<file path="config.mk">
export PLATFORM = sky130hd
export DESIGN_NAME = am_voice_scheduler
export DESIGN_NICKNAME = d
export VERILOG_FILES = /design/src/rtl/am_sched_pkg.sv /design/src/rtl/am_sched_tag_pipe.sv /design/src/rtl/am_voice_scheduler.sv
export SDC_FILE = /design/constraint.sdc
export NUM_CORES = 1
export LEC_CHECK = 0
export CAP_MARGIN = 20
export CORE_AREA = 2 2 194 101
export CTS_CLUSTER_SIZE = 12
export DETAILED_ROUTE_END_ITERATION = 8
export DIE_AREA = 0 0 196 103
export GPL_ROUTABILITY_DRIVEN = 0
export PLACE_DENSITY = 0.61
export SLEW_MARGIN = 20
export SYNTH_ARGS = -nofsm -noshare
export SYNTH_HDL_FRONTEND = slang
export SYNTH_SLANG_ARGS = --single-unit
</file>
<file path="constraint.sdc">
create_clock -name clk -period 4.9 [get_ports clk]
set_input_delay 0.98 -clock clk [delete_from_list [all_inputs] [get_ports clk]]
set_output_delay 0.98 -clock clk [all_outputs]
set_load 0.005 [all_outputs]
</file>
<file path="src/rtl/am_sched_pkg.sv">
// Shared types and sizes for the amplitude-modulator voice scheduler.
package am_sched_pkg;

  localparam int unsigned NUM_VOICES  = 3;
  localparam int unsigned WAVE_W      = 12;
  localparam int unsigned ENV_W       = 8;
  localparam int unsigned MIX_W_DEF   = 14;
  localparam int unsigned IDX_W       = (NUM_VOICES > 1) ? $clog2(NUM_VOICES) : 1;

  typedef enum logic [1:0] {
    StIdle,
    StIssue,
    StDrain,
    StDone
  } state_e;

  // Travels alongside a multiplier operand pair so the result can be routed back.
  typedef struct packed {
    logic             valid;
    logic [IDX_W-1:0] idx;
  } tag_t;

endpackage

</file>
<file path="src/rtl/am_sched_tag_pipe.sv">
// Fixed-depth shift register that delays issue tags to line up with multiplier results.
module am_sched_tag_pipe
  import am_sched_pkg::*;
#(
  parameter int unsigned Depth = 1
) (
  input  logic clk,
  input  logic rst_n,
  input  tag_t tag_in,
  output tag_t tag_out
);

  tag_t pipe_q [Depth];

  // Shift tags one stage per cycle; reset drops any in-flight tags.
  always_ff @(posedge clk or negedge rst_n) begin
    if (!rst_n) begin
      for (int i = 0; i < Depth; i++) pipe_q[i] <= '0;
    end else begin
      pipe_q[0] <= tag_in;
      for (int i = 1; i < Depth; i++) pipe_q[i] <= pipe_q[i-1];
    end
  end

  assign tag_out = pipe_q[Depth-1];

endmodule

</file>
<file path="src/rtl/am_voice_scheduler.sv">
// Time-multiplexes one shared wave x envelope multiplier across all voices per sample tick.
module am_voice_scheduler
  import am_sched_pkg::*;
#(
  parameter int unsigned MUL_LATENCY = 1,
  parameter int unsigned MIX_W       = MIX_W_DEF
) (
  input  logic                           clk,
  input  logic                           rst_n,
  input  logic                           sample_tick,
  input  logic [NUM_VOICES-1:0]          voice_en,
  input  logic [NUM_VOICES*WAVE_W-1:0]   wave_in,
  input  logic [NUM_VOICES*ENV_W-1:0]    env_in,
  output logic signed [WAVE_W-1:0]       mul_wave,
  output logic [ENV_W-1:0]               mul_env,
  input  logic signed [WAVE_W-1:0]       mul_result,
  output logic [NUM_VOICES*WAVE_W-1:0]   voice_out,
  output logic signed [MIX_W-1:0]        mix_out,
  output logic                           out_valid,
  output logic                           busy,
  output logic                           overrun,
  input  logic                           overrun_clr
);

  localparam logic [IDX_W-1:0] LastIdx = IDX_W'(NUM_VOICES - 1);

  state_e                   state_q, state_d;
  logic [IDX_W-1:0]         idx_q, idx_d;
  logic signed [MIX_W-1:0]  acc_q, acc_d;
  logic signed [MIX_W-1:0]  mix_q;
  logic                     overrun_q;
  logic                     load_snap, load_out;
  tag_t                     tag_in, tag_out;

  logic [WAVE_W-1:0]        snap_wave_q [NUM_VOICES];
  logic [ENV_W-1:0]         snap_env_q  [NUM_VOICES];
  logic [NUM_VOICES-1:0]    snap_en_q;
  logic [WAVE_W-1:0]        vnext_q     [NUM_VOICES];
  logic [WAVE_W-1:0]        vnext_d     [NUM_VOICES];
  logic [WAVE_W-1:0]        vout_q      [NUM_VOICES];

  am_sched_tag_pipe #(
    .Depth (MUL_LATENCY)
  ) u_tag_pipe (
    .clk     (clk),
    .rst_n   (rst_n),
    .tag_in  (tag_in),
    .tag_out (tag_out)
  );

  // Next-state, issue operands and result capture.
  always_comb begin
    state_d   = state_q;
    idx_d     = idx_q;
    acc_d     = acc_q;
    vnext_d   = vnext_q;
    load_snap = 1'b0;
    load_out  = 1'b0;
    tag_in    = '0;
    mul_wave  = '0;
    mul_env   = '0;

    // mul_result is junk unless a valid tag accompanies it.
    if (tag_out.valid) begin
      vnext_d[tag_out.idx] = mul_result;
      acc_d = acc_q + {{(MIX_W-WAVE_W){mul_result[WAVE_W-1]}}, mul_result};
    end

    unique case (state_q)
      StIdle, StDone: begin
        if (sample_tick) begin
          load_snap = 1'b1;
          state_d   = StIssue;
          idx_d     = '0;
          acc_d     = '0;
        end else begin
          state_d   = StIdle;
        end
      end
      StIssue: begin
        mul_wave = snap_wave_q[idx_q];
        mul_env  = snap_en_q[idx_q] ? snap_env_q[idx_q] : '0;
        tag_in   = '{valid: 1'b1, idx: idx_q};
        idx_d    = idx_q + 1'b1;
        if (idx_q == LastIdx) state_d = StDrain;
      end
      StDrain: begin
        if (tag_out.valid && tag_out.idx == LastIdx) begin
          state_d  = StDone;
          load_out = 1'b1;
        end
      end
      default: state_d = StIdle;
    endcase
  end

  // Control, accumulator, overrun flag and mix register.
  always_ff @(posedge clk or negedge rst_n) begin
    if (!rst_n) begin
      state_q   <= StIdle;
      idx_q     <= '0;
      acc_q     <= '0;
      mix_q     <= '0;
      overrun_q <= 1'b0;
      snap_en_q <= '0;
    end else begin
      state_q <= state_d;
      idx_q   <= idx_d;
      acc_q   <= acc_d;
      if (load_out) mix_q <= acc_d;
      // A new overrun event wins over a simultaneous clear.
      if (sample_tick && busy) overrun_q <= 1'b1;
      else if (overrun_clr)    overrun_q <= 1'b0;
      if (load_snap) snap_en_q <= voice_en;
    end
  end

  // Per-voice snapshot, capture and output registers.
  always_ff @(posedge clk or negedge rst_n) begin
    if (!rst_n) begin
      for (int i = 0; i < NUM_VOICES; i++) begin
        snap_wave_q[i] <= '0;
        snap_env_q[i]  <= '0;
        vnext_q[i]     <= '0;
        vout_q[i]      <= '0;
      end
    end else begin
      for (int i = 0; i < NUM_VOICES; i++) begin
        vnext_q[i] <= vnext_d[i];
        if (load_snap) begin
          snap_wave_q[i] <= wave_in[i*WAVE_W +: WAVE_W];
          snap_env_q[i]  <= env_in[i*ENV_W +: ENV_W];
        end
        if (load_out) vout_q[i] <= vnext_d[i];
      end
    end
  end

  // Flatten per-voice results onto the output bus.
  always_comb begin
    voice_out = '0;
    for (int i = 0; i < NUM_VOICES; i++) voice_out[i*WAVE_W +: WAVE_W] = vout_q[i];
  end

  assign mix_out   = mix_q;
  assign out_valid = (state_q == StDone);
  assign busy      = (state_q == StIssue) || (state_q == StDrain);
  assign overrun   = overrun_q;

endmodule

</file>
==> Word level (Yosys, flattened, before mapping) <==
Index checks and enable logic that the tools add are counted.
{ "op_classes": {"add_sub_neg": 2, "order_cmp": 4, "n_eq_ne": 8, "muxes": 31, "bitwise_logic": 2, "reduce_logical": 10} }
{ "ops": {"columns": ["operator", "n"], "rows": [
  ["12-bit two-way mux", 4],
  ["14-bit two-way mux", 3],
  ["36-bit bitwise mux", 1],
  ["36-bit two-way mux", 1],
  ["8-bit two-way mux", 4],
  ["12-bit binary-select mux with 2-bit select", 1],
  ["12-bit demux with 2-bit select", 1],
  ["8-bit binary-select mux with 2-bit select", 1],
  ["14-bit adder", 1],
  ["2-bit == test, second input constant", 4],
  ["1-bit two-way mux", 8],
  ["3-bit >= comparator, second input constant", 2],
  ["2-bit two-way mux", 3],
  ["2-bit inequality test, second input constant", 3],
  ["2-bit NOT with 3-bit output", 2],
  ["2-bit one-hot mux with 3 select lines", 1],
  ["2-bit one-hot mux with 2 select lines", 1],
  ["2-bit AND reduction", 2],
  ["2-bit nonzero test", 2],
  ["1-bit logical AND", 3],
  ["2-bit by 3-bit < comparator with 1-bit output, second input constant", 1],
  ["3-bit by 1-bit < comparator with 1-bit output, second input constant", 1],
  ["3-bit two-way mux", 1],
  ["2-bit by 1-bit adder with 2-bit output, second input constant", 1],
  ["other kinds (5)", 5]
]} }
{ "word_totals": {"regBits": 171, "in_bits": 79, "output_inout_bits": 73, "elab_cells": 77} }

==> Logic depth before layout (Yosys ltp) <==
{ "logic_depth": {"word_depth": 7, "mapped_depth": 9, "mapped_depth_nobuf": 9} }

==> Modules after synthesis <==
From an unflattened synthesis, not the netlist that was laid out.
{ "unflattened": {"hier_cells": 756, "area_unflattened_um2": 7224.4} }
{ "by_module_without_submodules": {"columns": ["mod", "n_inst", "cells_per_inst", "area_each_um2", "seq_area_each_um2"], "rows": [
  ["am_voice_scheduler", 1, 753, 7149.4, 3903.7],
  ["am_sched_tag_pipe", 1, 3, 75.1, 75.1]
]} }

==> Worst setup path before layout <==
No wires, ideal clock.
{ "synth_timing": {"path_type": "input to register", "from": "in mul_result[4]", "to": "reg mix_q[13] (netlist: mix_out[13])", "setup_time_ns": 0.124, "arrival_ns": 2.566, "t_required_ns": 4.776, "path_slack_ns": 2.210, "cell_stages": 7, "path_buffers": 0, "path_cell_list": "ha_1 > a21o_1 > a31oi_2 > a21oi_2 > o311a_1 > o21a_1 > a211o_1"} }
{ "synth_via": {"elab_chain_cells": 4} }
{ "synth_rtl": {"columns": ["item", "line", "source"], "rows": [
  ["start, declared", "am_voice_scheduler.sv:16", "input logic signed [WAVE_W-1:0] mul_result,"],
  ["14-bit adder *", "am_voice_scheduler.sv:66", "acc_d = acc_q + {{(MIX_W-WAVE_W){mul_result[WAVE_W-1]}}, mul_result};"],
  ["14-bit two-way mux *", "am_voice_scheduler.sv:64", "if (tag_out.valid) begin"],
  ["14-bit two-way mux", "am_voice_scheduler.sv:71", "if (sample_tick) begin"],
  ["14-bit two-way mux *", "am_voice_scheduler.sv:69", "unique case (state_q)"],
  ["end signal, assigned", "am_voice_scheduler.sv:103", "mix_q <= '0;"],
  ["end signal, assigned", "am_voice_scheduler.sv:110", "if (load_out) mix_q <= acc_d;"],
  ["end, declared", "am_voice_scheduler.sv:30", "logic signed [MIX_W-1:0] mix_q;"]
]} }
Every way passes the cells marked *; elsewhere a longest branch is shown, timed or not.
A chain may end at the register's enable or synchronous reset.

==> Worst setup path after layout <==
{ "layout_timing": {"from": "reg state_q[1]", "to": "out mul_env[1]"} }
{ "layout_via": {"elab_chain_cells": 2} }
{ "layout_rtl": {"columns": ["item", "line", "source"], "rows": [
  ["start, declared", "am_voice_scheduler.sv:27", "state_e state_q, state_d;"],
  ["start signal, assigned", "am_voice_scheduler.sv:100", "state_q <= StIdle;"],
  ["start signal, assigned", "am_voice_scheduler.sv:107", "state_q <= state_d;"],
  ["2-bit by 1-bit == test with 1-bit output", "am_voice_scheduler.sv:69", null],
  ["8-bit two-way mux", "am_voice_scheduler.sv:69", null],
  ["end, declared", "am_voice_scheduler.sv:15", "output logic [ENV_W-1:0] mul_env,"]
]} }
No other way between the ends.

==> key figures <==
Global routing
  – Pin count of the biggest net entering global routing: 90
  – Global-route wire length before repair: around 30000 um
  – Total GRT Usage: 19.3%
  – Vias in the first global route: between 5000 and 6000
  – Initial antenna violation count: 0
  – GR Overflow Total: 0

Power
  – P_int: between 3 and 4 mW
  – Leakage: 4.49 nW
  – Peak supply drop: between 300 and 400 uV
  – Switching pwr: 2.15 mW
  – Sw Ratio: 35.4%
  – Power Density: roughly 630 mW/mm2
  – Clk pwr share: 21.7%
  – Total Power: approximately 6.1 mW
  – Power share of the combinational group: 41.0%
  – Reg power frac: between 30 and 40%

STA
  – Final TNS setup: 0 ns
  – FMAX: 268 MHz
  – WHS: 0.473 ns
  – Setup-failing EPs final: 0
  – Post-layout min period: 3.73 ns
  – RSZ-0062 raised after global routing: no
  – Fin crit share: approximately 76%
  – Slew Limit Headroom: 39.9%
  – Pins Over Slew Limit: 0
  – Min setup slack post-route: 1.17 ns
  – Worst slew pin tran: between 0.8 and 0.9 ns
  – Fin. Hold Viols: 0
  – Clock skew: 0.00969 ns

Clock tree
  – # H-tree levels: 4
  – Reg clk slew, reported paths: around 0.070 ns
  – Root Buffer: clkbuf_16
  – CTS tree: done
  – Post_cts resized: 0
  – Clk buf depth: 2
  – Hold_buf cts: 0
  – Total CTS buffers: 17
  – Clk Latency, worst-skew pair: 0.42 ns
  – Setup Buffers After CTS: 0
  – Num Clock Sinks: 159

Yosys
  – Netlist cell types: 49
  – Post-synth ARST share: 100%
  – Primary FF master, synth: dfrtp_1
  – Post-synth EDFFs: 0
  – Yosys reg bits: 159
  – Fraction of the yosys area taken by sequential cells: 55.0%
  – Synthesized area: 0.00724 mm2
  – Net Count, Synth: 852
  – Top cell type's share of synthesized area: 55.0%
  – Top-count cell post-synth: nand2_1
  – Syn Inst Count: 755
  – Top cells by area, synth: dfrtp_1 (55%), nand2_1 (15%), mux2_1 (3.9%)
  – Top post-synthesis cells by count: nand2_1 (297), dfrtp_1 (159), nor2_1 (28)
  – Synth Warn #: 0
  – Mean Syn Cell Area: 9.59 um2
  – Largest area contributor in the netlist: dfrtp_1

Placement
  – Detailed Place HPWL: around 13000 um
  – DP Area: 0.00901 mm2
  – I/O Buffers: 151
  – Worst slack at placement: 1.29 ns

Drt
  – Detailed Route WL: 18400 um
  – Vias per cell: 4.84
  – WL/cell: ~16 um
  – DR DRC count: 0
  – Via count: 5599
  – Routed Antenna Nets: 0
  – Drt pass-1 iters: 6
  – 1st-iter DRT viols: 262

Cells and area
  – # fillers: 1767
  – Diode count: 0
  – Storage element area: 0.00398 mm2
  – Design area: ~0.0096 mm2
  – Layout area overhead: 32.5%
  – Fin nets: 994
  – Multi-input combinational cell area: around 0.0031 mm2
  – Layout cell share with drive strength beyond 1: 7.36%

Die
  – Die height: 103 um
  – I/O pin total: 152
  – Chip width: 196 um
  – Die area: 0.0202 mm2
  – Initial Utilization: about 39%
  – Num rows: 36
  – Core area: roughly 0.019 mm2

Hold path
  – Hold Startpoint: voice_out[5]
  – Min-Delay Path Class: reg2reg

Worst setup path
  – Crit path buf inv count: 2
  – WS Path Type: reg2out
  – CP Capture Type: output port
  – Slowest stage delay, CP: 0.62 ns
  – Worst-path cell chain: inv_1, ha_1, nand2_1, nor2_1, clkdlybuf4s50_1
  – CP Launch Type: flip-flop
  – Crit-path slowest cell: ha_1
  – CP top delay family: simple AND/OR/NAND/NOR gates
  – Worst EP arrival: approximately 2.8 ns
  – Max FO, Critical Path: 19
  – Origin of the critical flop-to-flop path: u_tag_pipe.tag_out[2]
  – Required time of the critical path: 3.92 ns
  – CP Launch Point: state_q[1]

Run
  – Max-cap violations: 0

Status
  – Outcome: finished, final reports clean
[sequential cells by signal, indices dropped and copies added, names as in the netlist]
| register | count |
|---|---|
| acc_q | 14 |
| voice_out | 36 |
| mix_out | 14 |
| idx_q | 2 |
| state_q | 2 |
| snap_en_q | 3 |
| snap_env_q | 24 |
| overrun | 1 |
| vnext_q | 24 |
| u_tag_pipe.tag_out | 3 |
| snap_wave_q | 36 |
[cell type report]
class                      count  area share, %
clock buffer                  20           4.66
clock inverter                12           1.41
inverter                      10          0.391
multi-input combinational    547           32.1
sequential                   159           41.5
tap                          247           3.22
timing repair buffer         162           16.8
[worst paths after layout]
| path | end | slack [ns] | cells past startpoint |
|---|---|---|---|
| worst max-delay path | mul_env[1] | 1.17 | 5 |
| worst min-delay path | voice_out[5] | 0.47 | 2 |
| worst max register to register | voice_out[23] | 2.36 | 3 |
| worst min register to register | voice_out[5] | 0.47 | 2 |
| max in group asynchronous | acc_q[4] | 3.21 | 2 |
| min in group asynchronous | snap_wave_q[12] | 0.64 | 1 |
[routing by layer]
metal	share of wire [%]	up-vias	global-route usage, %
met5	0	-	0
met1	55	2724	29.9
li1	-	2764	-
met2	39	100	26.4
met3	4.7	11	5.30
met4	0.48	0	4.25
[tightest hold or removal path, delay by kind of cell, from the launching register on]
| kind | cells | cell delay, ns |
|---|---|---|
| DFF | 1 | 0.34 |
| and+or+nand+nor | 2 | 0.11 |
[power by group through the flow]
stage	combinational (mW)	clock, mW	sequential, mW
after floorplan	1.47	0	2.22
after global placement	2.48	0	2.28
after detailed placement	2.50	0	2.29
after CTS	2.52	1.35	2.27
after global routing	2.81	1.41	2.35
final	2.48	1.32	2.27
[per-stage QoR]
stage | std cells | util, %
floorplan | 755 | -
global placement | 1125 | 48.1
detailed placement | 1125 | 48.1
CTS | 1157 | 51.2
global route | 1157 | 51.2
finish | 1157 | 51.2
[kinds of logic after synthesis]
logic type	share of synthesized area [%]
xor gates and xnor gates	0.726
muxes	9.80
and+or+nand+nor	20.8
adders and majority gates	3.22
buffers and inverters	2.68
AOI/OAI and AO/OA	7.83
DFF	55.0
[layout by cell type, fill, tap and decap left out, types with 4 or more instances in the layout]
cell	instances
nand2_1	296
dfrtp_1	159
clkdlybuf4s50_1	150
nor2_1	28
mux2i_1	27
mux2_1	25
o21ai_0	22
a21oi_1	21
ha_1	17
clkbuf_16	17
and2_1	16
mux2_2	14
buf_4	10
inv_1	8
o31ai_1	8
nor3_1	7
a21o_1	5
o21a_1	5
clkinv_4	4
Note: power is estimated with default switching activity, not from simulation.
==> RTL change (same settings) <==
The 4 states of `state_e` get a one-hot encoding in 4 bits.
--- a/src/rtl/am_sched_pkg.sv
+++ b/src/rtl/am_sched_pkg.sv
@@ -7,11 +7,11 @@
   localparam int unsigned MIX_W_DEF   = 14;
   localparam int unsigned IDX_W       = (NUM_VOICES > 1) ? $clog2(NUM_VOICES) : 1;
 
-  typedef enum logic [1:0] {
-    StIdle,
-    StIssue,
-    StDrain,
-    StDone
+  typedef enum logic [3:0] {
+    StIdle  = 4'b0001,
+    StIssue = 4'b0010,
+    StDrain = 4'b0100,
+    StDone  = 4'b1000
   } state_e;
 
   // Travels alongside a multiplier operand pair so the result can be routed back.
Behaviour: same outputs for any inputs over 10 cycles, from zero or initial values and one cycle with rst_n low; not proved beyond that.
==> RTL change against the original RTL <==
Sequential cell count is 2 higher; die area stayed put; worst hold slack better by 0.0012 ns; synthesized area is 2.0% higher; setup slack worse by 0.068 ns; cell area is 0.72% higher; count of clock-buffer cells in the layout stayed put; first-iteration DRC count is 16% higher; wire length is 5.1% higher; power is 19% lower; global-route usage is 0.88 points higher; critical path type unchanged; largest cell class unchanged.
==> RTL change: results (changes against the original RTL) <==
- Placed inst area: 9070 um2 (was 9010 um2)
- H-tree depth: 4 (unchanged)
- Clk root buf: clkbuf_16 (unchanged)
- Worst-Skew Late Latency: 0.42 ns (about the same)
- Vias: 5740 (was 5599)
- Final wirelength: 19300 um (was 18400 um)
- Worst-path clk slew: 0.06 ns
- Synthesized net count: 882 (was 852)
- Detailed Place HPWL: 13300 um (was 12700 um)
- Seq/Total Area, Yosys: 54.6% (was 55.0%)
- XOR/XNOR share of the synthesized area: 0.661% (was 0.726%)
- Gates resized, CTS repair: 0 (unchanged)
- Syn. warnings: 0 (unchanged)
- Final worst slack: 1.11 ns (was 1.17 ns)
- Tot GR Track Use: 20.2% (was 19.3%)
- # Post-CTS Setup Buffers: 0 (unchanged)
- Tightest Hold Check Type: flip-flop to flip-flop (unchanged)
- Adder-Cell Fraction of Synth Area: 2.65% (was 3.22%)
- Top post-synthesis cells by count: nand2_1, dfrtp_1, nor2_1, a21oi_1, mux2_2 (was nand2_1, dfrtp_1, nor2_1, mux2i_1, mux2_1)
- Compound-Gate Fraction of Synth Area: 7.02% (was 7.83%)
- Count of final setup violators: 0 (unchanged)
- Layout cells sized above 1: 8.55% (was 7.36%)
- Clock buffer depth: 2 (unchanged)
- First-pass GRT wire length: 31000 um (was 30000 um)
- PortBufs: 151 (unchanged)
- Setup slack at placement: 1.42 ns (was 1.29 ns)
- # diodes: 0 (unchanged)
- # DRC: 0 (unchanged)
- Worst-case reg-to-reg path depth: 5 (was 3)
- Num CTS Buffers: 17 (unchanged)
- Top cells by area, synth: dfrtp_1, nand2_1, mux2_2 (was dfrtp_1, nand2_1, mux2_1)
- Hold_sp: snap_env_q[21] (was voice_out[5])
- R2R setup slack: 1.99 ns (was 2.36 ns)
- Worst Path Max Fanout: 19 (unchanged)
- Max VDD drop: 0.000246 V (was 0.000306 V)
- Vias in the first global route: 5538 (was 5639)
- Fillers: 1784 (was 1767)
- Pleak: 4.55 nW (was 4.49 nW)
- Initial antenna violation count: 0 (unchanged)
- Worst r2r src: u_tag_pipe.tag_out[2] (unchanged)
- Fin nets: 1018 (was 994)
- Crit path DAT: 2.81 ns (was 2.75 ns)
- Post-synthesis mux area share: 8.26% (was 9.80%)
- Slew at the pin with the worst max-slew slack: 0.971 ns (was 0.900 ns)
- Top_reg_cell synth: dfrtp_1 (unchanged)
- Hold Path Stages: 2 (unchanged)
- Gr ovfl total: 0 (unchanged)
- Clock skew: 0.0117 ns (was 0.00969 ns)
- Starting DRC count in detailed routing: 305 (was 262)
- Netlist cell types: 57 (was 49)
- Drt first pass iters: 4 (was 6)
- Outcome: finished, final reports clean (unchanged)
- Worst r2r dst: voice_out[11] (was voice_out[23])
- Post-synthesis async set-or-reset flop share: 100% (unchanged)
- Pin count of the biggest net entering global routing: 106 (was 90)
- Hold Crit Endpoint: snap_env_q[21] (was voice_out[5])
RTL change: cell types whose count changed in the layout (fill, tap and decap cells not counted), sizes merged, moves of 5 or more:
cell,change
nor2,+51
and2,-16
nand2,-12
nand3,+12
o21ai,-10
a21oi,+8
mux2,-8
o31ai,-5
RTL change: area by class of cell:
class | count | area share (%)
sequential | 161 | 41.7
multi-input combinational | 574 | 32.1
timing repair buffer | 159 | 16.4
clock buffer | 20 | 4.52
tap | 247 | 3.20
clock inverter | 11 | 1.59
inverter | 11 | 0.479
RTL change: worst max path at each step:
stage | start | to | cells after the start
detailed placement | mul_result[0] | mix_out[6] | 10
CTS | state_q[2] | mul_env[5] | 7
floorplan | mul_result[0] | mix_out[6] | 9
global route | state_q[2] | mul_env[3] | 7
global placement | mul_result[0] | mix_out[6] | 10
finish | state_q[2] | mul_env[3] | 7
RTL change: per-layer routing:
metal	track usage [%]	routed length (um)	vias to the layer above
met5	0	0	-
met3	5.20	958	12
met1	32.8	11100	2755
met2	25.7	7110	115
li1	-	-	2858
met4	5.13	154	0
RTL change: worst max-delay path: stages, from the launching register on:
cell and delay [ns]:
dfrtp_1 0.42, inv_1 0.08, nand2_1 0.07, or3_1 0.62, inv_1 0.23, nand2_1 0.26
nor2_1 0.19, clkdlybuf4s50_1 0.52
RTL change: stage by stage:
stage / utilization (%) / cells / hold WS, ns
2_1_floorplan: - / 788 / 0.445
3_3_place_gp: 48.4 / 1152 / 0.458
3_5_place_dp: 48.4 / 1152 / 0.462
4_1_cts: 51.5 / 1183 / 0.479
5_1_grt: 51.5 / 1183 / 0.490
6_report: 51.5 / 1183 / 0.475
RTL change: kinds of logic (layout without fill, tap and decap cells):
kind of cell             count (synthesis)  count (layout)
AO/OA/AOI/OAI                           81              81
XOR/XNOR                                 4               4
multiplexers                            57              57
buffers and inverters                   53             201
AND/OR/NAND/NOR                        417             417
flip-flops                             161             161
adder cells (fa/ha/maj)                 15              15
RTL change: report_power, final:
part           switching [mW]  internal, mW
Clock                   0.546         0.805
Combinational           0.899         0.658
Sequential              0.245          1.73
